[config.mk]
export PLATFORM = sky130hd
export DESIGN_NAME = crossbar_scheduler
export DESIGN_NICKNAME = d
export VERILOG_FILES = /design/src/rtl/crossbar_scheduler.sv
export SDC_FILE = /design/constraint.sdc
export NUM_CORES = 1
export LEC_CHECK = 0
export ABC_CLOCK_PERIOD_IN_PS = 2400
export BUFFER_PORTS_ARGS = -buffer_cell sky130_fd_sc_hd__buf_2
export CORE_AREA = 2 2 52 79
export CTS_CLUSTER_SIZE = 40
export DETAILED_ROUTE_END_ITERATION = 12
export DIE_AREA = 0 0 54 81
export PLACE_DENSITY = 0.81
export SLEW_MARGIN = 20
export SYNTH_ARGS = -nofsm -noshare
export SYNTH_HDL_FRONTEND = slang
export SYNTH_SLANG_ARGS = --single-unit
export TNS_END_PERCENT = 50
[constraint.sdc]
create_clock -name clk -period 2.4 [get_ports clk]
set_clock_uncertainty 0.15 [all_clocks]
set_input_delay 0.12 -clock clk [delete_from_list [all_inputs] [get_ports clk]]
set_output_delay 0.12 -clock clk [all_outputs]
set_load 0.02 [all_outputs]
[src/rtl/crossbar_scheduler.sv]
// -----------------------------------------------------------------------------
// crossbar_scheduler
//
// Round-robin scheduler for a 4x4 cell switch. Matches the head cells of four
// show-ahead input FIFOs to four outputs, then spends one XFER cycle driving
// the output mux selects, popping the granted FIFOs and flagging valid results.
// A matching round therefore takes two cycles (ARB, XFER).
//
// Optional feature macro: SCHED_STATS_EN
//   When defined, adds four saturating per-output cell counters and a
//   stat_sel/stat_count read port. When undefined those ports do not exist.
//
// Ports
//   clk         in   1        system clock
//   reset       in   1        synchronous, active-high reset
//   empty       in   4        per-input FIFO empty flags (bit i = FIFO i)
//   head0..3    in   DATA_W   FIFO head cells; destination in [DEST_LSB+1:DEST_LSB]
//   rdreq       out  4        per-input FIFO pop (bit i = FIFO i)
//   sel0..3     out  3        mux select for output o (input index 0..3)
//   out_valid   out  4        bit o = output o carries a valid cell this cycle
//   busy        out  1        high during XFER
//   stat_sel    in   2        counter select           (SCHED_STATS_EN only)
//   stat_count  out  STAT_W   cells sent on stat_sel   (SCHED_STATS_EN only)
// -----------------------------------------------------------------------------
module crossbar_scheduler #(
  parameter int DATA_W   = 8,
  parameter int DEST_LSB = 0,
  parameter int STAT_W   = 16
) (
  input  logic              clk,
  input  logic              reset,
  input  logic [3:0]        empty,
  input  logic [DATA_W-1:0] head0,
  input  logic [DATA_W-1:0] head1,
  input  logic [DATA_W-1:0] head2,
  input  logic [DATA_W-1:0] head3,
  output logic [3:0]        rdreq,
  output logic [2:0]        sel0,
  output logic [2:0]        sel1,
  output logic [2:0]        sel2,
  output logic [2:0]        sel3,
  output logic [3:0]        out_valid,
  output logic              busy
`ifdef SCHED_STATS_EN
  ,
  input  logic [1:0]        stat_sel,
  output logic [STAT_W-1:0] stat_count
`endif
);

  typedef enum logic {
    ST_ARB  = 1'b0,
    ST_XFER = 1'b1
  } state_t;

  state_t     r_state;
  state_t     w_state_nxt;

  logic [3:0] r_rdreq;
  logic [3:0] r_out_valid;
  logic       r_busy;
  logic [2:0] r_sel      [4];
  logic [1:0] r_rr_ptr   [4];

  logic [3:0] w_rdreq_nxt;
  logic [3:0] w_out_valid_nxt;
  logic       w_busy_nxt;
  logic [2:0] w_sel_nxt  [4];
  logic [1:0] w_rr_nxt   [4];

  logic [1:0] w_dest     [4];   // destination of each head cell
  logic [3:0] w_req      [4];   // w_req[o][i]: input i requests output o
  logic [3:0] w_gnt_vld;        // output o has a grant this round
  logic [1:0] w_gnt_idx  [4];   // granted input for output o

  assign w_dest[0] = head0[DEST_LSB +: 2];
  assign w_dest[1] = head1[DEST_LSB +: 2];
  assign w_dest[2] = head2[DEST_LSB +: 2];
  assign w_dest[3] = head3[DEST_LSB +: 2];

  // Each non-empty input requests exactly one output, so the per-output
  // grants below can never collide on an input.
  always_comb begin
    for (int o = 0; o < 4; o++) begin
      for (int i = 0; i < 4; i++) begin
        w_req[o][i] = !empty[i] && (w_dest[i] == 2'(o));
      end
    end
  end

  // Per-output round-robin: first requester at or after the pointer wins.
  always_comb begin
    logic [1:0] cand;
    // NOTE: every combinational output gets a default before any branch;
    // a path that leaves one unassigned would infer a latch.
    cand = '0;
    for (int o = 0; o < 4; o++) begin
      w_gnt_vld[o] = 1'b0;
      w_gnt_idx[o] = r_rr_ptr[o];
      for (int k = 0; k < 4; k++) begin
        cand = r_rr_ptr[o] + 2'(k);
        if (!w_gnt_vld[o] && w_req[o][cand]) begin
          w_gnt_vld[o] = 1'b1;
          w_gnt_idx[o] = cand;
        end
      end
    end
  end

  // Next-state and next-output logic.
  always_comb begin
    w_state_nxt     = r_state;
    w_rdreq_nxt     = '0;
    w_out_valid_nxt = '0;
    w_busy_nxt      = 1'b0;
    for (int o = 0; o < 4; o++) begin
      w_sel_nxt[o] = r_sel[o];      // selects hold their last value in ARB
      w_rr_nxt[o]  = r_rr_ptr[o];
    end

    case (r_state)
      ST_ARB: begin
        if (|w_gnt_vld) begin
          w_state_nxt = ST_XFER;
          w_busy_nxt  = 1'b1;
          for (int o = 0; o < 4; o++) begin
            if (w_gnt_vld[o]) begin
              w_out_valid_nxt[o]          = 1'b1;
              w_sel_nxt[o]                = {1'b0, w_gnt_idx[o]};
              w_rdreq_nxt[w_gnt_idx[o]]   = 1'b1;
              w_rr_nxt[o]                 = w_gnt_idx[o] + 2'd1;
            end
          end
        end
      end
      ST_XFER: begin
        w_state_nxt = ST_ARB;         // XFER always lasts exactly one cycle
      end
      default: begin
        w_state_nxt = ST_ARB;
      end
    endcase
  end

  // NOTE: sequential state uses non-blocking assignments so every register
  // samples pre-edge values regardless of statement order.
  always_ff @(posedge clk) begin
    if (reset) begin
      r_state     <= ST_ARB;
      r_rdreq     <= '0;
      r_out_valid <= '0;
      r_busy      <= 1'b0;
      for (int o = 0; o < 4; o++) begin
        r_sel[o]    <= '0;
        r_rr_ptr[o] <= '0;
      end
    end else begin
      r_state     <= w_state_nxt;
      r_rdreq     <= w_rdreq_nxt;
      r_out_valid <= w_out_valid_nxt;
      r_busy      <= w_busy_nxt;
      for (int o = 0; o < 4; o++) begin
        r_sel[o]    <= w_sel_nxt[o];
        r_rr_ptr[o] <= w_rr_nxt[o];
      end
    end
  end

  assign rdreq     = r_rdreq;
  assign out_valid = r_out_valid;
  assign busy      = r_busy;
  assign sel0      = r_sel[0];
  assign sel1      = r_sel[1];
  assign sel2      = r_sel[2];
  assign sel3      = r_sel[3];

`ifdef SCHED_STATS_EN
  logic [STAT_W-1:0] r_cnt [4];

  // A cell is counted in the XFER cycle that carries it. A reset landing on
  // that same edge wins, so the counters still come out of reset at zero.
  always_ff @(posedge clk) begin
    if (reset) begin
      // NOTE: only four registers, so a plain reset of the whole array is
      // cheap; large RAM-style arrays would normally be left unreset.
      for (int o = 0; o < 4; o++) begin
        r_cnt[o] <= '0;
      end
    end else if (r_state == ST_XFER) begin
      for (int o = 0; o < 4; o++) begin
        if (r_out_valid[o] && (r_cnt[o] != {STAT_W{1'b1}})) begin
          r_cnt[o] <= r_cnt[o] + STAT_W'(1);
        end
      end
    end
  end

  assign stat_count = r_cnt[stat_sel];
`endif

endmodule
# == After elaboration in Yosys (flattened, before gate mapping) ==
# Memories as Yosys holds them, arrays and structs flattened.
# Index checks and enable logic that the tools add are counted.
# classes
eq_ne,12
n_reduce_logical,55
multipliers,0
n_lt_le_gt_ge,24
bitwise_logic,13
n_shift,0
n_div,0
n_mux,107
addsub,16
# ops
cell,n
$lt 2x3->1 const B,20
$mux 1,44
$mux 2,20
$mux 4,10
$bmux 1 s2,16
$logic_and 1x1->1,32
$mux 12,2
$mux 3,8
$add 2x1->2 const B,8
$add 2x2->2 const B,8
$eq 2x2->1 const B,8
$logic_not 1->1,16
$mux 8,2
$or 4x4->4,3
$demux 1 s2,4
$eq 2x1->1 const B,4
$ge 2x1->1 const B,4
$logic_not 2->1,4
$or 1x1->1,8
$reduce_or 4->1,1
$reduce_or 3->1,1
$not 1->1,2
$pmux 1 s2,1
$reduce_or 2->1,1
# word_totals
word_cells,233
out_inout_bits,21
reg_bits,10
latchBits,0
n_memories,2
input_bits,38
rom_bits,0
mem_bits_rw,20
# memory_table
memory,depth,word_bits,rd,rd_clocked_by_memory_dff,write_ports,line,text
r_sel,4,3,4,0,4,62,logic [2:0] r_sel [4];
r_rr_ptr,4,2,4,0,4,63,logic [1:0] r_rr_ptr [4];

# == Logic depth before layout (Yosys ltp) ==
# Gate-level depths: netlist (run 1).
# logic_depth
depth_word,31
depth_mapped,8
ltp_nobuf,7

# == Worst setup path before layout (run 1) ==
# No wires, ideal clock.
# synth_path
path_type,flip-flop to flip-flop
start,memory r_rr_ptr[1][1]
end,memory r_rr_ptr[1][1]
slack_ps,408
setup_time_ps,129
synth_period_minus_slack_ps,1992
arrival_ps,1713
n_path_buf,0
stages_incl_launch_ff,7
required_ps,2121
path_cell_list,dfxtp_1 > or4b_1 > a221oi_2 > a221oi_2 > ha_1 > mux2i_1 > nor2_1
# synth_lines
element,line
"start, declared",63

==> results.toml, run 1 <==
[layout]
antenna_cells = 0
area_delta_synth_final_pct = 13.6
seq_area_um2 = 500
fill_cells = 354
drive_gt1_frac = 0.269
nets = 278
multi_input_area_um2 = 1230
fin_area_um2 = 2080

[route]
initialDrtViolationCount = 29
drt_first_pass_iters = 4
vias = 1607
avgRoutedWirePerCell_um = 15.4
routed_wl_mm = 4.14
viasPerCell = 6.00
post-route-drc-count = 0
postRouteAntennaNets = 0

[logic_synthesis]
synthXorXnorAreaFrac = 0
synth_compound_area_frac = 0.295
synthTopCellsByArea = "dfxtp_1 27%, ha_1 11%, a22oi_1 4.1%"
synth_seq_area_share = 0.273
synth_top_area_share = 0.273
synthSimpleGateAreaFrac = 0.235
syn_area_um2 = 1830
synth_area_leader_cell = "dfxtp_1"
synth_top_family_by_area = "compound AO/OA/AOI/OAI gates"
synth_area_per_cell_um2 = 9.71
synth_warnings = 0
muxShareOfSynthArea = 0.0218
synth-adder-area-share = 0.109
synth_seq_cells = 25
synth.distinct_cells = 47
synth_cells = 189

[timing]
worst_pin_slew_ns = 0.501
fin_setup_tns_ns = 0
period_minus_slack_ns = 2.10
drv_slew = 0
hold_viol_final = 0
max_freq_mhz = 477
setup_viol = 0
slew_headroom = 0.665
rsz0062_at_grt = "no"
min_period_over_period = 0.874

[worst_setup_path]
crit_required_ns = 2.38
cp-start-kind = "register"
crit_fanout = 4
worst-path-buf-inv = 0
cp-end-kind = "register"
crit_chain = "or4b_1, a221oi_2, a221oi_2, ha_1, a22oi_1, a21oi_1"
crit_top_cell = "a221oi_2"
cpLargestDelayFamily = "compound AO/OA/AOI/OAI gates"
cpMaxStageDelayCell = "or4b_1"
max_stage_delay_ns = 0.53
worstPathArrival_ns = 2.08
critical_path_class = "reg2reg"

[die]
core_area_um2 = 3780
rows = 28
die_h_um = 81
start_util = 0.485
num_io_pins = 59
die_width_um = 54
die-area_um2 = 4370

[clock_tree]
clock_latency_ns = 0.26
postCtsSetupRepairBufs = 0
post_cts_resized = 0
clkTransAtPathRegs_ns = 0.08
cts_made_buffers = 3
cts_tree = "done"
cts_hold_buf = 0
root_buffer = "clkbuf_8"
clockBufferDepth = 2
htree_levels = 1
cts.sinks = 25

[grt]
grt_max_degree = 23
grt_pass1_vias = 1554
grt_use_total = 0.208
grt_antenna_before_repair = 0
overflow = 0
grt_pass1_wl_mm = 6.87

[min_path]
hold_path.class = "in2reg"

[placed_design]
io_buffers = 30
dpl-instance-area_um2 = 2040
dp_hpwl_mm = 3.24
gp_congestion = 0.810

[power_and_ir_drop]
p_per_area_nw_per_um2 = 562
irDropWorstVdd_uv = 397
p_leak_nw = 0.932

[flow_run]
maxCapViolations = 0

[run_status]
run_status = "complete, no violations"
worst reg2reg max path: stages (launching register included):
cell	delay, ns
dfxtp_1	0.33
or4b_1	0.53
a221oi_2	0.36
a221oi_2	0.12
ha_1	0.21
a22oi_1	0.16
a21oi_1	0.10
final timing paths:
| check | cells past startpoint | to | start | slack [ns] |
|---|---|---|---|---|
| min | 2 | r_rr_ptr[2][1]$_SDFFE_PP0P_ | reset | 0.10 |
| min reg2reg | 2 | r_sel[1][1]$_SDFFE_PP0P_ | r_sel[1][1]$_SDFFE_PP0P_ | 0.35 |
| max | 6 | rdreq[3]$_SDFF_PP0_ | r_rr_ptr[1][1]$_SDFFE_PP0P_ | 0.30 |
| max reg2reg | 6 | rdreq[3]$_SDFF_PP0_ | r_rr_ptr[1][1]$_SDFFE_PP0P_ | 0.30 |
synthesized netlist by cell type (all sizes together):
master and instances:
mux2i 4, dfxtp 25, nor3b 9, nor2 16
a41oi 4, a22oi 10, o221ai 2, nand4 4
a221oi 2, a21oi 6, nor4b 1, or3 4
conb 1, and3 3, a211oi 9, and3b 2
nor3 3, a32oi 2, nor4 1, a311oi 2
or3b 8, or4b 2, and2b 2, a21o 5
o22ai 3, ha 16, clkbuf 4, o21bai 1
inv 12, o211a 1, and2 1, o32ai 2
nand3b 5, o21ai 3, nor2b 3, o41ai 3
buf 7, o311ai 1
sequential cells by signal (all words and copies together) (netlist names):
name	count
rdreq	4
r_rr_ptr	8
r_sel	8
r_state	1
out_valid	4
routing by layer:
layer  routed length (µm)  vias up  global-route usage
met4                   84        0              0.0675
li1                     -      785                   -
met3                  107        9              0.0294
met2                 2330       36               0.401
met1                 1610      777               0.220
met5                    0        -                   0
power breakdown:
part           total (W)  internal (W)  switching (W)
clock           0.000243      0.000119       0.000125
sequential      0.000495      0.000459      0.0000360
combinational   0.000433      0.000179       0.000253
total            0.00117      0.000756       0.000414
per-stage QoR:
| step | utilization | worst slack (ns) | total power (W) | std cells | hold WS [ns] |
|---|---|---|---|---|---|
| 2_1_floorplan | - | 0.408 | 0.000801 | 192 | 0.0532 |
| 3_3_place_gp | 0.539 | 0.213 | 0.000917 | 264 | 0.335 |
| 3_5_place_dp | 0.539 | 0.139 | 0.000932 | 264 | 0.341 |
| 4_1_cts | 0.551 | 0.302 | 0.00117 | 268 | 0.109 |
| 5_1_grt | 0.551 | 0.211 | 0.00124 | 268 | 0.131 |
| 6_report | 0.551 | 0.302 | 0.00117 | 268 | 0.102 |
cells in the final DEF, fill, tap and decap left out, drive strengths merged, types with 2 or more instances in the layout:
master	n
a221oi	2
a41oi	4
o221ai	2
a311oi	2
and2b	2
a211oi	9
and3b	2
ha	16
a21o	5
mux2i	4
nor3	3
inv	12
dfxtp	25
o41ai	3
or4b	2
or3	4
and3	3
o22ai	3
o21ai	3
a22oi	10
a32oi	2
buf	38
nor3b	9
clkbuf	4
a21oi	6
nand4	4
conb	4
nor2b	3
nand3b	5
o32ai	2
or3b	8
nor2	16
layout make-up:
type	instances	share of cell area
multi-input combinational	144	0.589
sequential	25	0.240
timing repair buffer	38	0.101
tap	45	0.0270
clock buffer	4	0.0216
inverter	12	0.0216
cells by family (layout without fill, tap and decap cells):
kind of cell,after synthesis,in the layout
compound gates,56,56
fa+ha+maj,16,16
buf+inv,23,54
flops,25,25
mux,4,4
other cells,1,4
simple gates,64,64
(Power assumes the default switching activity.)
==> run 2, diff against run 1 <==
Settings changed: ABC_CLOCK_PERIOD_IN_PS 2400 to 1700, CORE_AREA 2 2 52 79 to 2 2 55 83, DIE_AREA 0 0 54 81 to 0 0 57 85, PLACE_DENSITY 0.81 to 0.77.
Clock period 2.4 ns to 1.7 ns, I/O delays scaled along.
==> run 2 against run 1 <==
Net effect:
- the flow now finishes with violations (setup timing)
- final cell count rose by 21%
- register-to-register slack lost 0.68 ns
- total power increased by 67%
- final area grew 29%
- first-iteration DRC count grew 41%
- via count rose by 19%
- critical endpoint is now r_rr_ptr[1][1]$_SDFFE_PP0P_
- highest routed layer unchanged
==> results.toml, run 2 (same netlist as run 1, synthesis figures left out) <==
[worst_setup_path]
rrSetupSlack_ns = -0.37
reg2reg_depth = 6
crit_top_cell = "a221oi_4"
crit_required_ns = 1.71
r2r_end = "r_rr_ptr[1][1]$_SDFFE_PP0P_"
critical_path_class = "reg2reg"
cp-end-kind = "register"
cpMaxStageDelayCell = "or4b_4"
r2r-start = "r_rr_ptr[1][1]$_SDFFE_PP0P_"
crit_fanout = 4
startpoint = "r_rr_ptr[1][1]$_SDFFE_PP0P_"
crit_chain = "or4b_4, a221oi_4, a221oi_4, ha_2, mux2i_1, nor2_1"
worstPathArrival_ns = 2.09
max_stage_delay_ns = 0.49
cpLargestDelayFamily = "simple AND/OR/NAND/NOR gates"
cp-start-kind = "register"
worst-path-buf-inv = 0

[grt]
grt_use_total = 0.213
grt_pass1_vias = 1851
grt_max_degree = 15
overflow = 0
grt_antenna_before_repair = 0
grt_pass1_wl_mm = 8.31

[route]
routed_wl_mm = 5.41
postRouteAntennaNets = 0
viasPerCell = 5.93
vias = 1917
drt_first_pass_iters = 4
avgRoutedWirePerCell_um = 16.7
initialDrtViolationCount = 41
post-route-drc-count = 0

[timing]
min_period_over_period = 1.22
rsz0062_at_grt = "yes"
max_freq_mhz = 482
holdWs_ns = 0.356
hold_viol_final = 0
setup_viol = 13
timing.final.ws_setup_ns = -0.374
period_minus_slack_ns = 2.07
drv_slew = 0

[run_status]
run_status = "finished with violations"
violations = "setup timing"

[power_and_ir_drop]
total_power_w = 0.00195
irDropWorstVdd_uv = 656
p_per_area_nw_per_um2 = 727
p_leak_nw = 1.22

[die]
num_io_pins = 59
die_h_um = 85
die_width_um = 57
start_util = 0.443
rows = 29
core_area_um2 = 4140
die-area_um2 = 4850

[clock_tree]
root_buffer = "clkbuf_8"
htree_levels = 1
clockBufferDepth = 2
cts_tree = "done"
cts_made_buffers = 3
cts.sinks = 25
clkTransAtPathRegs_ns = 0.09
clock_latency_ns = 0.27

[placed_design]
gp_congestion = 0.831
dp_hpwl_mm = 3.61
io_buffers = 30

[min_path]
hold_path.class = "reg2reg"
min_to = "r_sel[3][1]$_SDFFE_PP0P_"
whs_path_depth = 2
min_from = "r_sel[3][1]$_SDFFE_PP0P_"

[layout]
final_common_cell = "buf_4"
drive_gt1_frac = 0.523
area_delta_synth_final_pct = 46.2
layout_common_cells = "60 x buf_4, 30 x buf_2, 20 x dfxtp_1"
antenna_cells = 0
nets = 332
top_regs = "r_rr_ptr (8), r_sel (8)"

[flow_run]
maxCapViolations = 0
[run 2: worst max-delay path by stage]
stage	to	slack (ns)	cells past startpoint
after floorplan	rdreq[1]$_SDFF_PP0_	-0.22	6
after global placement	rdreq[1]$_SDFF_PP0_	-0.39	7
after detailed placement	rdreq[0]$_SDFF_PP0_	-0.42	7
after CTS	rdreq[1]$_SDFF_PP0_	-0.24	6
after global routing	r_rr_ptr[1][1]$_SDFFE_PP0P_	-0.42	6
final	r_rr_ptr[1][1]$_SDFFE_PP0P_	-0.37	6
[run 2: area by class of cell]
type,instances,area [µm²]
fillers,332,1450
multi-input cells,144,1410
repair buffers,92,622
flip-flops and latches,25,507
well taps,46,57.6
inverters,12,45.0
clock buffers,3,41.3
clock inverters,1,5.00
[run 2: worst min-delay path: cells and delay by family, from the launching register on]
family          cells  cell delay [ns]
compound gates      1             0.05
flops               1             0.32
simple gates        1             0.09
[run 2: timing repair]
action                                  in CTS  in global routing
endpoints found under the hold margin        2                  0
endpoints found under the setup margin      12                 14
resized for setup                           19                 18
pin swaps                                   14                 13
hold buffers                                 1                  0
buffers inserted                             4                  2
[run 2: metal layers]
| layer | vias up | track usage | wire, µm |
|---|---|---|---|
| met5 | - | 0 | 0 |
| met4 | 0 | 0.112 | 194 |
| met3 | 18 | 0.0320 | 260 |
| met2 | 74 | 0.390 | 2860 |
| met1 | 928 | 0.229 | 2090 |
| li1 | 897 | - | - |
[run 2: power by group]
group	switching (W)	internal [W]
sequential	0.0000486	0.000651
combinational	0.000468	0.000426
clock	0.000193	0.000164
[run 2: stage by stage]
step | cell area (µm²) | util | TNS [ns] | worst slack [ns] | std cells
finish | 2680 | 0.649 | -2.05 | -0.374 | 323
global route | 2680 | 0.649 | -2.80 | -0.423 | 323
detailed placement | 2410 | 0.582 | -3.11 | -0.421 | 312
floorplan | 1860 | - | -1.40 | -0.220 | 192
CTS | 2570 | 0.622 | -1.70 | -0.241 | 321
global placement | 2410 | 0.582 | -2.79 | -0.393 | 312
==> run 3, diff against run 2 <==
Settings changed: CORE_AREA 2 2 55 83 to 2 2 54 81, CTS_BUF_LIST set to sky130_fd_sc_hd__clkbuf_4 sky130_fd_sc_hd__clkbuf_8, DIE_AREA 0 0 57 85 to 0 0 56 83, PLACE_DENSITY 0.77 to 0.8.
==> run 3 against run 2 <==
Net effect:
- the flow still finishes with violations (setup timing)
- global-route usage down 0.50 points
- combinational power shrank 9.4%
- via count down 5.2%
- setup slack better by 0.11 ns
- sequential share of layout area grew 1.0 points
- core utilization decreased by 0.28 points
- routed wire length decreased by 10%
- clock power fell by 3%
- flip-flop and latch count unchanged
- first-iteration DRC count is 37% higher
- critical path type unchanged
- critical endpoint unchanged
- highest routed layer unchanged
==> results.toml, run 3 (same netlist as run 1, synthesis figures left out) <==
[worst_setup_path]
critical_path_class = "reg2reg"
max_stage_delay_ns = 0.49
crit_fanout = 4
cp-end-kind = "register"
crit_chain = "or4b_4, a221oi_4, a221oi_4, ha_2, mux2i_1, nor2_1"
crit_path_end = "r_rr_ptr[1][1]$_SDFFE_PP0P_"
rrSetupSlack_ns = -0.26
worstPathArrival_ns = 1.96
cpMaxStageDelayCell = "or4b_4"
r2r-start = "r_rr_ptr[1][1]$_SDFFE_PP0P_"
cpLargestDelayFamily = "simple AND/OR/NAND/NOR gates"
cp-start-kind = "register"
crit_required_ns = 1.70
path_depth = 6
reg2reg_depth = 6
worst-path-buf-inv = 0
r2r_end = "r_rr_ptr[1][1]$_SDFFE_PP0P_"
crit_top_cell = "a221oi_4"
startpoint = "r_rr_ptr[1][1]$_SDFFE_PP0P_"

[timing]
min_period_over_period = 1.15
hold_viol_final = 0
period_minus_slack_ns = 1.96
timing.final.ws_setup_ns = -0.260
holdWs_ns = 0.0796
rsz0062_at_grt = "yes"
drv_slew = 0
setup_viol = 11
max_freq_mhz = 510

[grt]
grt_antenna_before_repair = 0
overflow = 0
grt_pass1_wl_mm = 7.88
grt_max_degree = 23
grt_pass1_vias = 1745
grt_use_total = 0.208

[min_path]
hold_path.class = "in2reg"
whs_path_depth = 2

[route]
initialDrtViolationCount = 56
post-route-drc-count = 0
avgRoutedWirePerCell_um = 15.5
viasPerCell = 5.83
routed_wl_mm = 4.85
postRouteAntennaNets = 0
drt_first_pass_iters = 4
vias = 1818

[layout]
nets = 322
final_common_cell = "buf_4"
stdcell_count = 312
fin_area_um2 = 2530
fill_cells = 321
area_delta_synth_final_pct = 38.1
fin_util = 0.646
top_regs = "r_rr_ptr (8), r_sel (8)"
drive_gt1_frac = 0.472
multi_input_area_um2 = 1340
seq_area_um2 = 504
layout_common_cells = "52 x buf_4, 30 x buf_2, 22 x dfxtp_1"
antenna_cells = 0

[power_and_ir_drop]
irDropWorstVdd_uv = 623
p_per_area_nw_per_um2 = 731
p_leak_nw = 1.16

[placed_design]
placed_cells = 306
io_buffers = 30
gp_congestion = 0.857
dpl_worst_slack_ns = -0.387
dp_hpwl_mm = 3.74
dpl-instance-area_um2 = 2370

[die]
rows = 28
num_io_pins = 59
start_util = 0.467
die_h_um = 83
core_area_um2 = 3920
die_width_um = 56
die-area_um2 = 4650

[clock_tree]
cts.sinks = 25
cts_made_buffers = 3
clockBufferDepth = 2
htree_levels = 1
root_buffer = "clkbuf_8"
clock_latency_ns = 0.27
cts_tree = "done"
clkTransAtPathRegs_ns = 0.09

[run_status]
violations = "setup timing"
run_status = "finished with violations"

[flow_run]
maxCapViolations = 0
[run 3: changes by cell type in the layout (fill, tap and decap cells not counted), sizes merged]
cell / delta
buf: -9
dlygate4sd3: -1
[run 3: where the power goes]
group,internal [W],switching [W]
Sequential,0.000649,0.0000438
Combinational,0.000386,0.000425
Clock,0.000164,0.000184
Total,0.00120,0.000653
[run 3: worst register-to-register path, stage by stage (launching register included)]
cell and delay (ns):
dfxtp_2 0.34, or4b_4 0.49, a221oi_4 0.32, a221oi_4 0.08, ha_2 0.28, mux2i_1 0.13
nor2_1 0.05
[run 3: final cells by class]
| class | instances | area share |
|---|---|---|
| flip-flops and latches | 25 | 0.199 |
| clock buffers | 3 | 0.0163 |
| clock inverters | 1 | 0.00198 |
| repair buffers | 82 | 0.213 |
| multi-input cells | 144 | 0.529 |
| well taps | 45 | 0.0222 |
| inverters | 12 | 0.0178 |
[run 3: per-stage QoR]
step,total power (W),TNS (ns)
2_1_floorplan,0.00114,-1.40
3_3_place_gp,0.00142,-2.78
3_5_place_dp,0.00144,-3.42
4_1_cts,0.00184,-1.75
5_1_grt,0.00196,-2.59
6_report,0.00185,-1.79
[run 3: repair_timing]
action | 4_1_cts | 5_1_grt
setup endpoints to repair | 13 | 13
pin swaps | 8 | 7
setup buffers | 2 | 0
resized for setup | 14 | 10
hold buffers | 0 | 0
[run 3: routing by layer]
layer / vias to the layer above / GRT usage / routed length, µm
met4: 0 / 0.0671 / 94
li1: 874 / - / -
met5: - / 0 / 0
met3: 8 / 0.0218 / 147
met1: 899 / 0.238 / 2010
met2: 37 / 0.391 / 2600
[run 3: how the worst min path moves through the flow]
| stage | startpoint | end | slack, ns |
|---|---|---|---|
| after floorplan | reset | out_valid[3]$_SDFF_PP0_ | 0.02 |
| after global placement | r_sel[1][1]$_SDFFE_PP0P_ | r_sel[1][1]$_SDFFE_PP0P_ | 0.34 |
| after detailed placement | r_sel[1][1]$_SDFFE_PP0P_ | r_sel[1][1]$_SDFFE_PP0P_ | 0.34 |
| after CTS | reset | r_rr_ptr[0][1]$_SDFFE_PP0P_ | 0.07 |
| after global routing | reset | r_rr_ptr[0][1]$_SDFFE_PP0P_ | 0.10 |
| final | reset | r_rr_ptr[1][1]$_SDFFE_PP0P_ | 0.08 |
